### config.mk
export PLATFORM = sky130hd
export DESIGN_NAME = tdcpu_core_param_flat
export DESIGN_NICKNAME = d
export VERILOG_FILES = /design/src/rtl/tdcpu_pkg.sv /design/src/rtl/tdcpu_if.sv /design/src/rtl/tdcpu_ret_stack.sv /design/src/rtl/tdcpu_core_param.sv /design/src/flat_wrapper.sv
export SDC_FILE = /design/constraint.sdc
export NUM_CORES = 1
export LEC_CHECK = 0
export BUFFER_PORTS_ARGS = -buffer_cell sky130_fd_sc_hd__buf_2
export CORE_ASPECT_RATIO = 0.7
export CORE_MARGIN = 3
export CORE_UTILIZATION = 51
export DETAILED_ROUTE_END_ITERATION = 10
export PLACE_DENSITY_LB_ADDON = 0.25
export SETUP_SLACK_MARGIN = 0.02
export SYNTH_ARGS = -nofsm -noshare
export SYNTH_HDL_FRONTEND = slang
export SYNTH_SLANG_ARGS = --single-unit
### constraint.sdc
create_clock -name clk -period 3.41 [get_ports clk]
set_input_delay 0.8525 -clock clk [delete_from_list [all_inputs] [get_ports clk]]
set_output_delay 0.8525 -clock clk [all_outputs]
set_load 0.01 [all_outputs]
### src/rtl/tdcpu_pkg.sv
// Shared definitions for the tdcpu_core_param CPU: opcodes, operand/destination selects and
// the instruction decoder. The decoder maps 1100/1000 to CALL/RET when the stack is built in.
package tdcpu_pkg;

  localparam logic [3:0] OP_ADD_A  = 4'b0000;
  localparam logic [3:0] OP_MOV_AB = 4'b0001;
  localparam logic [3:0] OP_IN_A   = 4'b0010;
  localparam logic [3:0] OP_MOV_AI = 4'b0011;
  localparam logic [3:0] OP_MOV_BA = 4'b0100;
  localparam logic [3:0] OP_ADD_B  = 4'b0101;
  localparam logic [3:0] OP_IN_B   = 4'b0110;
  localparam logic [3:0] OP_MOV_BI = 4'b0111;
  localparam logic [3:0] OP_OUT_B0 = 4'b1000;
  localparam logic [3:0] OP_OUT_B1 = 4'b1001;
  localparam logic [3:0] OP_OUT_I0 = 4'b1010;
  localparam logic [3:0] OP_OUT_I1 = 4'b1011;
  localparam logic [3:0] OP_JNC0   = 4'b1100;
  localparam logic [3:0] OP_JMP0   = 4'b1101;
  localparam logic [3:0] OP_JNC1   = 4'b1110;
  localparam logic [3:0] OP_JMP1   = 4'b1111;

  typedef enum logic [1:0] {SRC_A, SRC_B, SRC_IN, SRC_ZERO} src_e;
  typedef enum logic [1:0] {DST_A, DST_B, DST_OUT, DST_NONE} dst_e;

  typedef struct packed {
    src_e src;
    dst_e dst;
    logic is_jmp;
    logic is_jnc;
    logic is_call;
    logic is_ret;
  } dec_t;

  function automatic int imm_width(input int data_w, input int pc_w);
    return (data_w > pc_w) ? data_w : pc_w;
  endfunction

  function automatic dec_t decode(input logic [3:0] op, input logic call_en);
    dec_t d;
    d = '{src: SRC_ZERO, dst: DST_NONE, is_jmp: 1'b0, is_jnc: 1'b0,
          is_call: 1'b0, is_ret: 1'b0};
    case (op)
      OP_ADD_A:  begin d.src = SRC_A;    d.dst = DST_A; end
      OP_MOV_AB: begin d.src = SRC_B;    d.dst = DST_A; end
      OP_IN_A:   begin d.src = SRC_IN;   d.dst = DST_A; end
      OP_MOV_AI: begin d.src = SRC_ZERO; d.dst = DST_A; end
      OP_MOV_BA: begin d.src = SRC_A;    d.dst = DST_B; end
      OP_ADD_B:  begin d.src = SRC_B;    d.dst = DST_B; end
      OP_IN_B:   begin d.src = SRC_IN;   d.dst = DST_B; end
      OP_MOV_BI: begin d.src = SRC_ZERO; d.dst = DST_B; end
      OP_OUT_B0, OP_OUT_B1: begin
        if (call_en && op == OP_OUT_B0) begin
          d.is_ret = 1'b1;
        end else begin
          d.src = SRC_B;
          d.dst = DST_OUT;
        end
      end
      OP_OUT_I0, OP_OUT_I1: d.dst = DST_OUT;
      OP_JNC0, OP_JNC1: begin
        if (call_en && op == OP_JNC0) d.is_call = 1'b1;
        else                          d.is_jnc  = 1'b1;
      end
      default: d.is_jmp = 1'b1;
    endcase
    return d;
  endfunction

endpackage

### src/rtl/tdcpu_if.sv
// Fetch/IO bundle between the CPU core (slave side) and the pad wrapper / ROM (master side).
// Instruction word is {op[3:0], im[IMM_W-1:0]} with IMM_W = max(DATA_W, PC_W).
interface tdcpu_if #(
  parameter int DATA_W = 4,
  parameter int PC_W   = 4
);
  import tdcpu_pkg::*;

  localparam int IMM_W = imm_width(DATA_W, PC_W);

  logic                instr_valid;
  logic [IMM_W+3:0]    instr;
  logic [DATA_W-1:0]   in_port;
  logic [PC_W-1:0]     pc;
  logic [DATA_W-1:0]   out_port;
  logic                out_stb;
  logic                carry;
  logic                stk_err;

  modport master (
    output instr_valid, instr, in_port,
    input  pc, out_port, out_stb, carry, stk_err
  );

  modport slave (
    input  instr_valid, instr, in_port,
    output pc, out_port, out_stb, carry, stk_err
  );

endinterface

### src/rtl/tdcpu_ret_stack.sv
// LIFO of return addresses for CALL/RET. Only the fill count is reset; entries keep stale data.
// The caller guarantees push and pop are never asserted together.
module tdcpu_ret_stack #(
  parameter int DEPTH = 4,
  parameter int PC_W  = 4
) (
  input  logic            clk,
  input  logic            reset,
  input  logic            push,
  input  logic            pop,
  input  logic [PC_W-1:0] push_data,
  output logic [PC_W-1:0] top,
  output logic            full,
  output logic            empty
);
  localparam int AW = $clog2(DEPTH);

  logic [PC_W-1:0] mem [DEPTH];
  logic [AW:0]     cnt;
  logic [AW-1:0]   top_idx;

  assign full    = (cnt == (AW+1)'(DEPTH));
  assign empty   = (cnt == '0);
  assign top_idx = AW'(cnt - (AW+1)'(1));
  assign top     = mem[top_idx];

  always_ff @(posedge clk) begin
    if (reset) begin
      cnt <= '0;
    end else if (push && !full) begin
      cnt <= cnt + (AW+1)'(1);
    end else if (pop && !empty) begin
      cnt <= cnt - (AW+1)'(1);
    end
  end

  always_ff @(posedge clk) begin
    if (push && !full) mem[cnt[AW-1:0]] <= push_data;
  end

endmodule

### src/rtl/tdcpu_core_param.sv
// Parametrised two-register accumulator CPU: A/B, in/out ports, carry, external instruction fetch
// with stall. Define TDCPU_CALL_EN to turn 1100/1000 into CALL/RET backed by a return stack.
module tdcpu_core_param
  import tdcpu_pkg::*;
#(
  parameter int DATA_W      = 4,
  parameter int PC_W        = 4,
  parameter int STACK_DEPTH = 4
) (
  input logic    clk,
  input logic    reset,
  tdcpu_if.slave bus
);
  localparam int IMM_W = imm_width(DATA_W, PC_W);
`ifdef TDCPU_CALL_EN
  localparam logic CALL_EN = 1'b1;
`else
  localparam logic CALL_EN = 1'b0;
`endif

  if (STACK_DEPTH < 2 || (STACK_DEPTH & (STACK_DEPTH - 1)) != 0) begin : g_depth_check
    $error("tdcpu_core_param: STACK_DEPTH must be a power of 2 and at least 2");
  end

  logic [3:0]        op;
  logic [IMM_W-1:0]  im;
  dec_t              dec;
  logic [DATA_W-1:0] a, b, out_reg, src_val, res;
  logic [DATA_W:0]   sum;
  logic [PC_W-1:0]   pc, pc_inc, pc_next, im_pc;
  logic              carry, out_stb, alu_en, take_jump;

  assign op     = bus.instr[IMM_W+3:IMM_W];
  assign im     = bus.instr[IMM_W-1:0];
  assign dec    = decode(op, CALL_EN);
  assign im_pc  = im[PC_W-1:0];
  assign pc_inc = pc + PC_W'(1);

  always_comb begin
    src_val = '0;
    case (dec.src)
      SRC_A:   src_val = a;
      SRC_B:   src_val = b;
      SRC_IN:  src_val = bus.in_port;
      default: src_val = '0;
    endcase
  end

  // Jumps add im to zero, so their carry-out is always 0 and they clear the flag.
  assign sum       = {1'b0, src_val} + {1'b0, im[DATA_W-1:0]};
  assign res       = sum[DATA_W-1:0];
  assign take_jump = dec.is_jmp | dec.is_call | (dec.is_jnc & ~carry);
  assign alu_en    = bus.instr_valid & ~dec.is_call & ~dec.is_ret;

`ifdef TDCPU_CALL_EN
  logic            stk_full, stk_empty, stk_push, stk_pop, stk_err;
  logic [PC_W-1:0] stk_top;

  assign stk_push = bus.instr_valid & dec.is_call & ~stk_full;
  assign stk_pop  = bus.instr_valid & dec.is_ret & ~stk_empty;

  tdcpu_ret_stack #(
    .DEPTH (STACK_DEPTH),
    .PC_W  (PC_W)
  ) u_ret_stack (
    .clk       (clk),
    .reset     (reset),
    .push      (stk_push),
    .pop       (stk_pop),
    .push_data (pc_inc),
    .top       (stk_top),
    .full      (stk_full),
    .empty     (stk_empty)
  );

  // A RET on an empty stack falls through to pc+1.
  always_comb begin
    pc_next = take_jump ? im_pc : pc_inc;
    if (dec.is_ret && !stk_empty) pc_next = stk_top;
  end

  always_ff @(posedge clk) begin
    if (reset) begin
      stk_err <= 1'b0;
    end else if (bus.instr_valid &&
                 ((dec.is_call && stk_full) || (dec.is_ret && stk_empty))) begin
      stk_err <= 1'b1;
    end
  end

  assign bus.stk_err = stk_err;
`else
  assign pc_next     = take_jump ? im_pc : pc_inc;
  assign bus.stk_err = 1'b0;
`endif

  always_ff @(posedge clk) begin
    if (reset) begin
      pc      <= '0;
      a       <= '0;
      b       <= '0;
      out_reg <= '0;
      carry   <= 1'b0;
      out_stb <= 1'b0;
    end else begin
      out_stb <= 1'b0;
      if (bus.instr_valid) pc <= pc_next;
      if (alu_en) begin
        carry <= sum[DATA_W];
        case (dec.dst)
          DST_A:   a <= res;
          DST_B:   b <= res;
          DST_OUT: begin
            out_reg <= res;
            out_stb <= 1'b1;
          end
          default: ;
        endcase
      end
    end
  end

  assign bus.pc       = pc;
  assign bus.out_port = out_reg;
  assign bus.out_stb  = out_stb;
  assign bus.carry    = carry;

endmodule

### src/flat_wrapper.sv
// flat-port wrapper written by rule: the top's interface ports become plain ports
module tdcpu_core_param_flat import tdcpu_pkg::*;
#(
  parameter int DATA_W      = 4,
  parameter int PC_W        = 4,
  parameter int STACK_DEPTH = 4
)
  (clk, reset, bus_instr_valid, bus_instr, bus_in_port, bus_pc, bus_out_port, bus_out_stb, bus_carry, bus_stk_err);
  tdcpu_if #(.DATA_W(DATA_W), .PC_W(PC_W)) bus_i ();
  input logic clk;
  input logic reset;
  input wire logic [$bits(bus_i.instr_valid)-1:0] bus_instr_valid;
  input wire logic [$bits(bus_i.instr)-1:0] bus_instr;
  input wire logic [$bits(bus_i.in_port)-1:0] bus_in_port;
  output wire logic [$bits(bus_i.pc)-1:0] bus_pc;
  output wire logic [$bits(bus_i.out_port)-1:0] bus_out_port;
  output wire logic [$bits(bus_i.out_stb)-1:0] bus_out_stb;
  output wire logic [$bits(bus_i.carry)-1:0] bus_carry;
  output wire logic [$bits(bus_i.stk_err)-1:0] bus_stk_err;
  assign bus_i.instr_valid = bus_instr_valid;
  assign bus_i.instr = bus_instr;
  assign bus_i.in_port = bus_in_port;
  assign bus_pc = bus_i.pc;
  assign bus_out_port = bus_i.out_port;
  assign bus_out_stb = bus_i.out_stb;
  assign bus_carry = bus_i.carry;
  assign bus_stk_err = bus_i.stk_err;
  tdcpu_core_param #(.DATA_W(DATA_W), .PC_W(PC_W), .STACK_DEPTH(STACK_DEPTH)) u_core (.clk(clk), .reset(reset), .bus(bus_i));
endmodule
# [Yosys cells after proc, flatten, opt, wreduce, memory -nomap -nowiden]
# Index checks and enable logic that the tools add are counted.
[word_totals] out_inout_bits=11 ff_bits=18 inputBits=15
[classes] bitwise=4 n_mux=7 reduce_logical=15 addsub=2 n_eq_ne=17
[op_table] op="== test 4 bit (second input constant)" count=6
[op_table] op="== test 4 x 3 -> 1 bit (second input constant)" count=4
[op_table] op="OR reduction 4 bit" count=4
[op_table] op="OR reduction 14 bit" count=1
[op_table] op="case mux 2 bit (3 select lines)" count=2
[op_table] op="case mux 4 bit (3 select lines)" count=1
[op_table] op="== test 4 x 2 -> 1 bit (second input constant)" count=2
[op_table] op="OR reduction 2 bit" count=4
[op_table] op="AND reduction 2 bit" count=3
[op_table] op="adder 4 x 4 -> 5 bit" count=1
[op_table] op="adder 4 x 1 -> 4 bit (second input constant)" count=1
[op_table] op="== test 2 x 1 -> 1 bit (second input constant)" count=2
[op_table] op="== test 2 bit (second input constant)" count=2
[op_table] op="== test 4 x 1 -> 1 bit (second input constant)" count=1
[op_table] op="zero test 2 bit" count=2
[op_table] op="zero test 4 bit" count=1
[op_table] op="two-way mux 4 bit" count=1
[op_table] op="two-way mux 1 bit" count=3
[op_table] op="NOT 1 bit" count=2
[op_table] op="AND 1 bit" count=1
[op_table] op="OR 1 bit" count=1

# [Longest topological paths before layout]
[depth] word_depth=6 mapped_depth=10

# [Worst setup path after synthesis]
# No wires, ideal clock.
[synth_timing] path_kind="input -> register" startpoint="input port bus_instr[7]" endpoint="register u_core.b[3]" cell_stages=10 path_slack_ps=751 setup_time_ps=132 t_required_ps=3278 path_buffers=1 arrival_time_ps=2527 cell_sequence="clkbuf_2 nor2_2 nor2_1 a211o_1 inv_1 ha_1 and3_1 or3_1 nand3_1 a21oi_1"
[synth_via] elab_chain_len=6 elab_cells_between_ends=27
[synth_rtl] element="start, declared" line="flat_wrapper.sv:13" text="input wire logic [$bits(bus_i.instr)-1:0] bus_instr;"
[synth_rtl] element="== test 4 x 1 -> 1 bit, or another cell as far along" line="tdcpu_pkg.sv:42" text="case (op)"
[synth_rtl] element="OR reduction 4 bit (no line) or OR reduction 2 bit (tied branches)"
[synth_rtl] element="case mux 2 bit (3 select lines)" line="tdcpu_pkg.sv:42"
[synth_rtl] element="== test 2 bit, or another cell as far along" line="tdcpu_core_param.sv:41" text="case (dec.src)"
[synth_rtl] element="case mux 4 bit (3 select lines)" line="tdcpu_core_param.sv:41"
[synth_rtl] element="adder 4 x 4 -> 5 bit" line="tdcpu_core_param.sv:50" text="assign sum = {1'b0, src_val} + {1'b0, im[DATA_W-1:0]};"
[synth_rtl] element="end signal, assigned" line="tdcpu_core_param.sv:112" text="DST_B: b <= res;"
[synth_rtl] element="end, declared" line="tdcpu_core_param.sv:28" text="logic [DATA_W-1:0] a, b, out_reg, src_val, res;"
# Several ways; a longest one is shown, not always the timed one.
# A chain may end at the register's enable or synchronous reset.

# [Final worst setup path]
[layout_timing] startpoint="input port bus_instr[7]" endpoint="register u_core.carry (netlist: u_core.bus.carry)"
[layout_via] elab_chain_len=6 elab_cells_between_ends=17
[layout_rtl] element="== test 4 x 1 -> 1 bit, or another cell as far along" line="tdcpu_pkg.sv:42"
[layout_rtl] element="OR reduction 4 bit (no line) or OR reduction 2 bit (tied branches)"
[layout_rtl] element="case mux 2 bit (3 select lines) *" line="tdcpu_pkg.sv:42"
[layout_rtl] element="== test 2 bit, or another cell as far along" line="tdcpu_core_param.sv:41"
[layout_rtl] element="case mux 4 bit (3 select lines) *" line="tdcpu_core_param.sv:41"
[layout_rtl] element="adder 4 x 4 -> 5 bit *" line="tdcpu_core_param.sv:50"
[layout_rtl] element="end signal, assigned" line="tdcpu_core_param.sv:109" text="carry <= sum[DATA_W];"
[layout_rtl] element="end, declared" line="tdcpu_core_param.sv:31" text="logic carry, out_stb, alu_en, take_jump;"
# Every way passes the cells marked *; elsewhere a longest branch is shown, timed or not.

==> metrics list <==
* Run status: finished, final reports clean
- After detailed routing, the number of remaining DRC violations is 0.
- Worst path arrival time: between 2 and 3 ns
* Data required time of the worst path: ~3.6 ns
- In the final layout, the share of cells above drive strength 1 is 0.237.
- Number of buffers created by CTS: 3
- Measured along the x axis, the die boundary spans just under 60 um.
* Average cell area after synthesis: 8.60 um2
* Footprint of the multi-input gates: between 600 and 700 um2
* Y dimension of the die: 43.3 um
- Relative to the synthesized area, the layout overhead comes to 13.9%.
- Sequential cell area fraction in the yosys report: 0.355
- Cell count after synthesis: ~120
- The later pin in the worst-skew pair is clocked with a latency of 0.30 ns.
* Number of enable-type register cells in the synthesized netlist: 0
- Maxcap violations: 0
- The number of different library cells used by synthesis comes to 31.
- Ranked by total cell area, the synthesized netlist is headed by sky130_fd_sc_hd__dfxtp_1 (36%), sky130_fd_sc_hd__mux2i_1 (11%), sky130_fd_sc_hd__nor2_1 (6.3%), sky130_fd_sc_hd__ha_1 (6.2%), sky130_fd_sc_hd__a211oi_1 (5.2%).
- After the flow finishes, the layout carries non-filler instances totaling between 150 and 200.
- Hold Path Sink: u_core.bus.out_port[3]
- Post-DRT Antenna Nets: 0
* Placeable core region: 1730 um2
- Average detailed-routed wire length per instance: ~14 um
- GP Congestion: slightly above 0.9
- The first global-routing pass estimated between 3 and 4 mm of wire.
- In the routed layout, each cell is associated on average with a via count of approximately 5.7.
- Combinational family with the most area after synthesis: simple AND/OR/NAND/NOR gates
- The count of pins over their slew limit was 0.
- Leakage: slightly above 0.5 nW
- The number of nets in the synthesized netlist is roughly 140.
- Kind of capture point of the worst setup path: flop
- Global Route Usage Sum: 0.193
- Highest clock rate: 392 MHz
- Measured against the total synthesized area, the mux share comes to 0.109.
- Met3 usage in global routing: 0.0729
- Setup violations remaining at the end of the flow were counted as 0.
- Post-synthesis sequential element count: 18
- The die covers 2570 um2.
- The share of synthesized area in the top cell type comes to 0.355.
- Initial core utilization: 0.588
* Worst Hold Path Cells: 2
- CTS sink cnt: 18
- Across the whole layout, storage elements account for around 360 um2.
- The complex-gate fraction of the synthesized area came to 0.162.
* Synthesis warning total: 0
* Post-CTS setup buffer count: 0
- Time the final worst path needs with I/O delays and setup: between 2 and 3 ns
- Number of nets in the finished design: between 150 and 200
- Share of synthesized cell area in and, or, nand and nor gates: 0.232
- Counting flops with an async set or reset pin after synthesis yields a share of 0.
* Depth of the worst register-to-register path: 8
- Pin count of the biggest net entering global routing: 20
- PostCTS Resize Cnt: 0
* Post-synthesis cell type with the largest combined area: sky130_fd_sc_hd__dfxtp_1
* Half-perimeter wire length after placement: ~1.8 mm
- In this run the tool buffered the top-level ports with 24 buffer cells.
- Number of placed cells counting well taps: 157
* Final Hold Vio Count: 0
- Setup repair after global routing left no endpoint under its margin.
- R2R Setup Slk: approximately 1.5 ns
* Xor and xnor area share after synthesis: 0.00863
* Share of the clock period used by the worst path: 0.747
- Global route overflow: 0
* Post-Synth Adder-Cell Area: 0.0814
- The floorplan has 12 rows.
- met1 is the most crowded layer.
* Netlist Area Pre-Place: just over 1000 um2
- Pwr/cell area: approximately 370 nW/um2
* I/O pins: 26
* Detailed-router iteration count before antenna repair: 4
* Antenna violations before repair: 0
- The worst register-to-register path begins at u_core.a[1].
- For the final routed database, the setup TNS stands at 0 ns.
- Clock-pin transition on the worst setup and hold timing paths: around 0.1 ns
* CTS tree: done
- CTS built an H-tree with a depth of 1.
* Startpoint kind of the worst setup timing path: input pin
- Hold repair after CTS inserted 0 buffers.
- Reg2Reg Capture Point: u_core.a[3]
- Highest net fanout along the worst path: 8
* Worst hold path type: flop to flop
- Top FF cell, synth: sky130_fd_sc_hd__dfxtp_1
* Commonest non-fill, non-tap cell in the layout: sky130_fd_sc_hd__buf_2
- In this run the most critical hold path is launched from u_core.bus.out_port[3].
- Master cell of the clock root buffer: sky130_fd_sc_hd__clkbuf_4
- VDD sags by at most 0.256 mV.
* Via count of the first global-routing pass: 810
- On the final layout, the worst clock skew is between 0.01 and 0.015 ns.
- The critical path in this run is classified as input pin to flop.
* Global routing usage on met2: 0.272
- 0 antenna diodes ended up in the layout.
- The final layout contains routed wiring with a total length of roughly 2.3 mm.
- Iteration-0 DRC count of the detailed router: between 40 and 50
- Counting the fill cells in the layout gives roughly 150.
* Top library cells by usage in the layout, fill and taps aside: sky130_fd_sc_hd__buf_2 (24), sky130_fd_sc_hd__dfxtp_1 (18), sky130_fd_sc_hd__nor2_1 (17), sky130_fd_sc_hd__mux2i_1 (11)
- The clock passes through at most 2 buffers.
- For this run, global-route usage on met1 was measured as 0.275.
- In this run the tightest slew margin relative to its limit is 0.636.
* Worst Max-Slew Pin Slew: between 0.5 and 0.6 ns
* Total via count in the routed design: slightly above 900
worst max-delay path by stage:
stage | from | to | slack (ns) | depth (start not counted)
after floorplan | bus_instr[7] | u_core.b[3] | 0.75 | 10
after global placement | bus_instr[7] | u_core.a[3] | 0.63 | 10
after detailed placement | bus_instr[7] | u_core.a[3] | 0.57 | 10
after CTS | bus_instr[7] | u_core.bus.carry | 0.86 | 10
after global routing | bus_instr[7] | u_core.bus.out_port[3] | 0.74 | 10
final | bus_instr[7] | u_core.bus.carry | 0.86 | 10
cell families after synthesis:
logic type	count (synthesis)
multiplexers	11
flip-flops	18
AND/OR/NAND/NOR	44
AO/OA/AOI/OAI	25
adder cells (fa/ha/maj)	6
other	1
buffers and inverters	12
XOR/XNOR	1
registers in the layout, indices dropped and copies added, names as in the netlist:
name	flops
u_core.a	4
u_core.b	4
u_core.bus.out_port	4
u_core.bus.pc	4
u_core.bus.carry	1
u_core.bus.out_stb	1
synth_stat cells, types with 2 or more instances:
| master | count |
|---|---|
| sky130_fd_sc_hd__dfxtp_1 | 18 |
| sky130_fd_sc_hd__nor2_1 | 17 |
| sky130_fd_sc_hd__mux2i_1 | 11 |
| sky130_fd_sc_hd__a211oi_1 | 7 |
| sky130_fd_sc_hd__a21oi_1 | 7 |
| sky130_fd_sc_hd__inv_1 | 6 |
| sky130_fd_sc_hd__nand2_1 | 6 |
| sky130_fd_sc_hd__ha_1 | 5 |
| sky130_fd_sc_hd__o21ai_0 | 5 |
| sky130_fd_sc_hd__nand3_1 | 4 |
| sky130_fd_sc_hd__nor2b_1 | 4 |
| sky130_fd_sc_hd__clkbuf_1 | 3 |
| sky130_fd_sc_hd__nand2b_1 | 3 |
| sky130_fd_sc_hd__a211o_1 | 2 |
| sky130_fd_sc_hd__a311oi_1 | 2 |
| sky130_fd_sc_hd__nor3b_2 | 2 |
| sky130_fd_sc_hd__or3_1 | 2 |
power by group:
group / switching, mW / internal, mW
sequential: 0.00727 / 0.221
combinational: 0.0524 / 0.0389
clock: 0.0637 / 0.0411
layout make-up:
type                    count  area share
flip-flops and latches     18       0.312
inverters                   6      0.0195
repair buffers             24       0.104
well taps                  21      0.0227
multi-input cells          88       0.523
clock buffers               3      0.0195
worst max-delay path, cell delays in order:
cell and delay, ns:
sky130_fd_sc_hd__buf_2 0.15, sky130_fd_sc_hd__nor2_2 0.30, sky130_fd_sc_hd__nor2_1 0.09, sky130_fd_sc_hd__a211oi_1 0.23, sky130_fd_sc_hd__ha_1 0.20, sky130_fd_sc_hd__inv_1 0.05
sky130_fd_sc_hd__fa_1 0.39, sky130_fd_sc_hd__nor2b_1 0.13, sky130_fd_sc_hd__o21ai_0 0.10, sky130_fd_sc_hd__a311oi_1 0.26
through the flow:
stage	instance area (um2)	setup slack (ns)	power [mW]	hold slack [ns]	util
floorplan	1010	0.751	0.295	0.450	-
global placement	1130	0.633	0.321	0.441	0.657
detailed placement	1130	0.566	0.324	0.445	0.657
CTS	1160	0.865	0.427	0.458	0.670
global route	1160	0.744	0.451	0.494	0.670
finish	1160	0.862	0.425	0.453	0.670
per-layer routing:
layer  vias to the layer above  part of all wire  routed length (um)
met1                       412              0.49                1110
li1                        455                 -                   -
met5                         -                 0                   0
met4                         0            0.0049                  11
met2                        38              0.40                 913
met3                         2             0.098                 222
Note: power is estimated with default switching activity, not from simulation.
